`src/rtl/elevator_pkg.sv`:
```
// Shared encodings and floor-mask helpers for the five-landing elevator controller.
package elevator_pkg;

    localparam int         NUM_FLOORS = 5;
    localparam logic [2:0] TOP_FLOOR  = 3'd4;

    typedef enum logic [2:0] {
        IDLE      = 3'd0,
        MOVE_UP   = 3'd1,
        MOVE_DOWN = 3'd2,
        DOOR_OPEN = 3'd3
    } state_e;

    typedef enum logic [1:0] {
        DIR_UP   = 2'd0,
        DIR_DOWN = 2'd1,
        DIR_IDLE = 2'd2
    } dir_e;

    function automatic logic [NUM_FLOORS-1:0] floor_bit(input logic [2:0] f);
        logic [NUM_FLOORS-1:0] m;
        m = {NUM_FLOORS{1'b0}};
        for (int i = 0; i < NUM_FLOORS; i++) begin
            m[i] = (3'(i) == f);
        end
        return m;
    endfunction

    function automatic logic [NUM_FLOORS-1:0] above_mask(input logic [2:0] f);
        logic [NUM_FLOORS-1:0] m;
        m = {NUM_FLOORS{1'b0}};
        for (int i = 0; i < NUM_FLOORS; i++) begin
            m[i] = (3'(i) > f);
        end
        return m;
    endfunction

    function automatic logic [NUM_FLOORS-1:0] below_mask(input logic [2:0] f);
        logic [NUM_FLOORS-1:0] m;
        m = {NUM_FLOORS{1'b0}};
        for (int i = 0; i < NUM_FLOORS; i++) begin
            m[i] = (3'(i) < f);
        end
        return m;
    endfunction

    // Distance to the nearest pending floor above f (0 when there is none).
    function automatic logic [2:0] dist_above(input logic [NUM_FLOORS-1:0] p, input logic [2:0] f);
        logic [2:0] d;
        d = 3'd0;
        for (int i = NUM_FLOORS - 1; i >= 0; i--) begin
            if (p[i] && (3'(i) > f)) begin
                d = 3'(i) - f;
            end
        end
        return d;
    endfunction

    function automatic logic [2:0] dist_below(input logic [NUM_FLOORS-1:0] p, input logic [2:0] f);
        logic [2:0] d;
        d = 3'd0;
        for (int i = 0; i < NUM_FLOORS; i++) begin
            if (p[i] && (3'(i) < f)) begin
                d = f - 3'(i);
            end
        end
        return d;
    endfunction

endpackage

```
`src/rtl/elevator_req_latch.sv`:
```
// Call-button capture: registers each button, detects rising edges and holds them as pending requests.
module elevator_req_latch
    import elevator_pkg::*;
(
    input  logic                  clk,
    input  logic                  rst_n,
    input  logic [NUM_FLOORS-1:0] req_i,
    input  logic [NUM_FLOORS-1:0] clr_i,
    output logic [NUM_FLOORS-1:0] pending_o
);

    logic [NUM_FLOORS-1:0] req_q;
    logic [NUM_FLOORS-1:0] pending_q;
    logic [NUM_FLOORS-1:0] pending_d;

    // A clear strobe wins over a same-cycle edge so a call at the serving floor is absorbed.
    always_comb begin
        pending_d = (pending_q | (req_i & ~req_q)) & ~clr_i;
    end

    // Button history and pending vector registers.
    always_ff @(posedge clk or negedge rst_n) begin
        if (!rst_n) begin
            req_q     <= {NUM_FLOORS{1'b0}};
            pending_q <= {NUM_FLOORS{1'b0}};
        end else begin
            req_q     <= req_i;
            pending_q <= pending_d;
        end
    end

    assign pending_o = pending_q;

endmodule

```
`src/rtl/elevator_4stage.sv`:
```
// Five-landing collective (SCAN) elevator controller: FSM, travel/door timer and floor counter.
module elevator_4stage
    import elevator_pkg::*;
#(
    parameter int TRAVEL_CYCLES = 4,
    parameter int DOOR_CYCLES   = 3
) (
    input  logic       clk,
    input  logic       rst,
    input  logic       rgnd,
    input  logic       r1st,
    input  logic       r2nd,
    input  logic       r3rd,
    input  logic       r4th,
    output logic [2:0] floor,
    output logic [2:0] state,
    output logic [1:0] dir
);

    localparam int MAX_CYCLES = (TRAVEL_CYCLES > DOOR_CYCLES) ? TRAVEL_CYCLES : DOOR_CYCLES;
    localparam int TW         = (MAX_CYCLES > 1) ? $clog2(MAX_CYCLES) : 1;
    localparam logic [TW-1:0] TRAVEL_LAST = TW'(TRAVEL_CYCLES - 1);
    localparam logic [TW-1:0] DOOR_LAST   = TW'(DOOR_CYCLES - 1);

    state_e                state_q, state_d;
    dir_e                  dir_q, dir_d;
    logic [2:0]            floor_q, floor_d, nxt_floor_s;
    logic [TW-1:0]         timer_q, timer_d;
    logic [NUM_FLOORS-1:0] req_s, pending_s, clr_s;
    logic                  here_s, up_s, dn_s, near_up_s;
    logic                  arr_here_s, arr_up_s, arr_dn_s, ahead_s, behind_s;

    assign req_s = {r4th, r3rd, r2nd, r1st, rgnd};

    elevator_req_latch u_req_latch (
        .clk       (clk),
        .rst_n     (rst),
        .req_i     (req_s),
        .clr_i     (clr_s),
        .pending_o (pending_s)
    );

    // Request summary at the current floor and at the floor the car is about to reach.
    always_comb begin
        here_s    = |(pending_s & floor_bit(floor_q));
        up_s      = |(pending_s & above_mask(floor_q));
        dn_s      = |(pending_s & below_mask(floor_q));
        near_up_s = up_s && (!dn_s || (dist_above(pending_s, floor_q) <= dist_below(pending_s, floor_q)));
        if ((state_q == MOVE_UP) && (floor_q < TOP_FLOOR)) begin
            nxt_floor_s = floor_q + 3'd1;
        end else if ((state_q == MOVE_DOWN) && (floor_q > 3'd0)) begin
            nxt_floor_s = floor_q - 3'd1;
        end else begin
            nxt_floor_s = floor_q;
        end
        arr_here_s = |(pending_s & floor_bit(nxt_floor_s));
        arr_up_s   = |(pending_s & above_mask(nxt_floor_s));
        arr_dn_s   = |(pending_s & below_mask(nxt_floor_s));
        ahead_s    = (state_q == MOVE_UP) ? arr_up_s : arr_dn_s;
        behind_s   = (state_q == MOVE_UP) ? arr_dn_s : arr_up_s;
    end

    // Next-state, direction, floor, timer and pending-clear decisions.
    always_comb begin
        state_d = state_q;
        dir_d   = dir_q;
        floor_d = floor_q;
        timer_d = timer_q;
        clr_s   = {NUM_FLOORS{1'b0}};
        case (state_q)
            IDLE: begin
                dir_d   = DIR_IDLE;
                timer_d = {TW{1'b0}};
                if (here_s) begin
                    state_d = DOOR_OPEN;
                    clr_s   = floor_bit(floor_q);
                end else if (up_s || dn_s) begin
                    state_d = near_up_s ? MOVE_UP : MOVE_DOWN;
                    dir_d   = near_up_s ? DIR_UP : DIR_DOWN;
                end else begin
                    state_d = IDLE;
                end
            end
            MOVE_UP, MOVE_DOWN: begin
                if (timer_q == TRAVEL_LAST) begin
                    timer_d = {TW{1'b0}};
                    floor_d = nxt_floor_s;
                    if (arr_here_s) begin
                        state_d = DOOR_OPEN;
                        clr_s   = floor_bit(nxt_floor_s);
                    end else if (ahead_s) begin
                        state_d = state_q;
                    end else if (behind_s) begin
                        state_d = (state_q == MOVE_UP) ? MOVE_DOWN : MOVE_UP;
                        dir_d   = (state_q == MOVE_UP) ? DIR_DOWN : DIR_UP;
                    end else begin
                        state_d = IDLE;
                        dir_d   = DIR_IDLE;
                    end
                end else begin
                    timer_d = timer_q + TW'(1);
                end
            end
            DOOR_OPEN: begin
                clr_s = floor_bit(floor_q);
                if (timer_q == DOOR_LAST) begin
                    timer_d = {TW{1'b0}};
                    if (up_s && ((dir_q == DIR_UP) || ((dir_q == DIR_DOWN) && !dn_s) ||
                                 ((dir_q == DIR_IDLE) && near_up_s))) begin
                        state_d = MOVE_UP;
                        dir_d   = DIR_UP;
                    end else if (dn_s) begin
                        state_d = MOVE_DOWN;
                        dir_d   = DIR_DOWN;
                    end else begin
                        state_d = IDLE;
                        dir_d   = DIR_IDLE;
                    end
                end else begin
                    timer_d = timer_q + TW'(1);
                end
            end
            default: begin
                state_d = IDLE;
                dir_d   = DIR_IDLE;
                timer_d = {TW{1'b0}};
            end
        endcase
    end

    // Controller state registers; these drive the outputs directly.
    always_ff @(posedge clk or negedge rst) begin
        if (!rst) begin
            state_q <= IDLE;
            dir_q   <= DIR_IDLE;
            floor_q <= 3'd0;
            timer_q <= {TW{1'b0}};
        end else begin
            state_q <= state_d;
            dir_q   <= dir_d;
            floor_q <= floor_d;
            timer_q <= timer_d;
        end
    end

    assign floor = floor_q;
    assign state = state_q;
    assign dir   = dir_q;

endmodule

```
`config.mk`:
```
export PLATFORM = sky130hd
export DESIGN_NAME = elevator_4stage
export DESIGN_NICKNAME = d
export VERILOG_FILES = /design/src/rtl/elevator_pkg.sv /design/src/rtl/elevator_req_latch.sv /design/src/rtl/elevator_4stage.sv
export SDC_FILE = /design/constraint.sdc
export NUM_CORES = 1
export LEC_CHECK = 0
export ABC_CLOCK_PERIOD_IN_PS = 4510
export BUFFER_PORTS_ARGS = -buffer_cell sky130_fd_sc_hd__buf_2
export CAP_MARGIN = 10
export CORE_ASPECT_RATIO = 1.1
export CORE_MARGIN = 1
export CORE_UTILIZATION = 50
export CTS_CLUSTER_SIZE = 20
export DETAILED_ROUTE_END_ITERATION = 16
export GPL_TIMING_DRIVEN = 0
export PLACE_DENSITY = 0.78
export SLEW_MARGIN = 25
export SYNTH_ARGS = -nofsm -noshare
export SYNTH_HDL_FRONTEND = slang
export SYNTH_SLANG_ARGS = --single-unit
export TNS_END_PERCENT = 10
```
`constraint.sdc`:
```
create_clock -name clk -period 4.51 [get_ports clk]
set_input_delay 0.902 -clock clk [delete_from_list [all_inputs] [get_ports clk]]
set_output_delay 0.902 -clock clk [all_outputs]
set_load 0.05 [all_outputs]
```
==> impl_metrics.toml <==
[synth]
synth.ff_latch_count = 19
ys_warn_count = 0
synth-seq-area-share = 0.225
syn-instance-count = 258
async_flop_share = 1.00
synthFlopType = "dfrtp_1"
syn_avg_cell_area_um2 = 8.21
synth_area_um2 = 2120
synth.distinct_cells = 67
syn-num-nets = 286
synth_edf_count = 0

[sta]
final_hold_viol_count = 0
setup_viol = 0
max_freq_mhz = 250
tightest_slew_ns = 0.712
fin_crit_sh = 0.885
min_period_ns = 3.99
drv_slew = 0
whs_ns = 0.555
rsz0062_at_grt = "false"
tns_ns = 0
fin_skew_ns = 0.00544
fin_ws_ns = 0.516
slew_headroom = 0.521

[job]
max-cap-violations = 0

[clock_network]
cts_root_buf = "clkbuf_8"
cts_tree = "yes"
insertion_delay_ns = 0.26
clk_pin_slew_ns = 0.07
clkSinkCount = 19
clockBufferDepth = 2
cts_buffers = 3
cts_max_level = 1

[critical_path]
critical_path_class = "reg -> reg"
worstPathMaxFanout = 8
end_kind = "flip-flop"
cp_data_required_time_ns = 4.66
setup.worst_path.start_class = "flip-flop"
arrival_ns = 4.15

[min_path]
hold_path.class = "reg -> reg"

[global_routing]
grt_pass1_vias = 1897
grt_pass1_wl_um = 8850
grt_use_total = 0.252
grt_overflow = 0
antenna_found_initial = 0
grt_max_degree = 20

[final_layout]
antennaDiodeCount = 0
multi_input_area_um2 = 1490
seq_area_um2 = 477
fin_area_um2 = 2310
nFillCells = 367
final_cell_mix = "inv_1 (29), nand2_1 (22), nor2_1 (22), ha_1 (20), o21ai_0 (19)"
layout_commonest_cell = "inv_1"
nets = 304
drive_gt1_frac = 0.196
syn_to_final_growth_pct = 9.04

[floorplanning]
pin_count = 15
rows = 24
core-area_um2 = 4020
die_x_um = 64.1
die_area_um2 = 4500
start_util = 0.526
fp.dieH_um = 70.3

[place]
dp_hpwl_um = 4000
place_area_um2 = 2250
port_buffers = 13
gp_congestion = 0.917
post-place-ws_ns = 0.373

[routing]
drt_iter0_markers = 71
routed-via-count = 1975
viasPerCell = 6.04
drc = 0
drtPass1Iterations = 4
routed_wl_um = 5160
wire_per_inst_um = 15.8
drtAntennaViolNets = 0

[outcome]
status = "completed"
==> worst max-delay path, cell delays in order, from the launching register on <==
cell	delay (ns)
dfrtp_1	0.43
buf_2	0.21
inv_1	0.19
ha_2	0.33
inv_1	0.14
nand3_1	0.21
inv_1	0.08
nor2_1	0.10
nor2_1	0.04
mux2_2	0.26
a22oi_1	0.21
ha_1	0.28
nor2b_1	0.13
o21ai_0	0.16
a32oi_1	0.15
a221oi_2	0.30
nor2_1	0.11
a221oi_1	0.22
nor2_1	0.07
mux2_4	0.27
==> metal layers <==
metal | up-vias | GRT usage | routed length (µm) | part of all wire
met4 | 0 | 0.144 | 125 | 0.024
met3 | 13 | 0.0343 | 211 | 0.041
met5 | - | 0 | 0 | 0
li1 | 971 | - | - | -
met1 | 937 | 0.325 | 2300 | 0.45
met2 | 54 | 0.398 | 2520 | 0.49
==> path summary, 6_finish.rpt <==
check                                      from  slack [ns]  cells after the start                        to
max in group asynchronous                   rst        3.60                      1                    dir[1]
min reg2reg                u_req_latch.req_q[3]        0.56                      3  u_req_latch.pending_o[3]
max                                    floor[1]        0.52                     19                    dir[0]
min                        u_req_latch.req_q[3]        0.56                      3  u_req_latch.pending_o[3]
max reg2reg                            floor[1]        0.52                     19                    dir[0]
min in group asynchronous                   rst        0.57                      1  u_req_latch.pending_o[3]
==> sequential cells by signal (all words and copies together) (netlist names) <==
| signal | cells |
|---|---|
| u_req_latch.pending_o | 5 |
| u_req_latch.req_q | 5 |
| floor | 3 |
| dir | 2 |
| state | 2 |
| timer_q | 2 |
==> what timing repair did <==
action	4_1_cts	5_1_grt
hold buffers	0	0
endpoints found under the setup margin	0	2
resized for setup	0	3
setup buffers	0	0
==> layout make-up <==
| class | count | share of cell area |
|---|---|---|
| Inverter | 30 | 0.0488 |
| Multi-Input combinational cell | 200 | 0.644 |
| Clock buffer | 4 | 0.0195 |
| Buffer | 9 | 0.0255 |
| Tap cell | 52 | 0.0282 |
| Timing Repair Buffer | 13 | 0.0282 |
| Sequential cell | 19 | 0.206 |
==> Yosys cell counts (3+ instances only) <==
cell type / instances / area share
a21oi_1: 16 / 0.038
a221oi_1: 6 / 0.025
a22oi_1: 4 / 0.014
a31oi_1: 7 / 0.021
clkbuf_1: 3 / 0.0053
dfrtp_1: 18 / 0.21
ha_1: 21 / 0.12
inv_1: 29 / 0.051
mux2_4: 3 / 0.021
mux2i_1: 3 / 0.014
nand2_1: 22 / 0.039
nand2b_1: 4 / 0.012
nand3_1: 6 / 0.014
nor2_1: 22 / 0.039
nor2b_1: 4 / 0.012
nor3_1: 5 / 0.012
o211ai_1: 5 / 0.018
o21ai_0: 19 / 0.045
==> through the flow <==
stage,cells,util
CTS,327,0.570
detailed placement,323,0.559
global route,327,0.574
floorplan,258,-
finish,327,0.574
global placement,323,0.559
==> cell families (layout without fill, tap and decap cells) <==
kind of cell               Yosys count  count (layout)  synth area share
and+or+nand+nor                     83              83             0.211
adders and majority gates           21              21             0.124
DFF                                 19              19             0.225
other                                1               1           0.00177
buffers and inverters               39              56            0.0809
AOI/OAI and AO/OA                   86              86             0.307
xor gates and xnor gates             1               1           0.00414
muxes                                8               8            0.0461
Power is left out: the tool's default activity adds up to more than one toggle a clock period on the data nets, which glitch-free logic cannot reach.
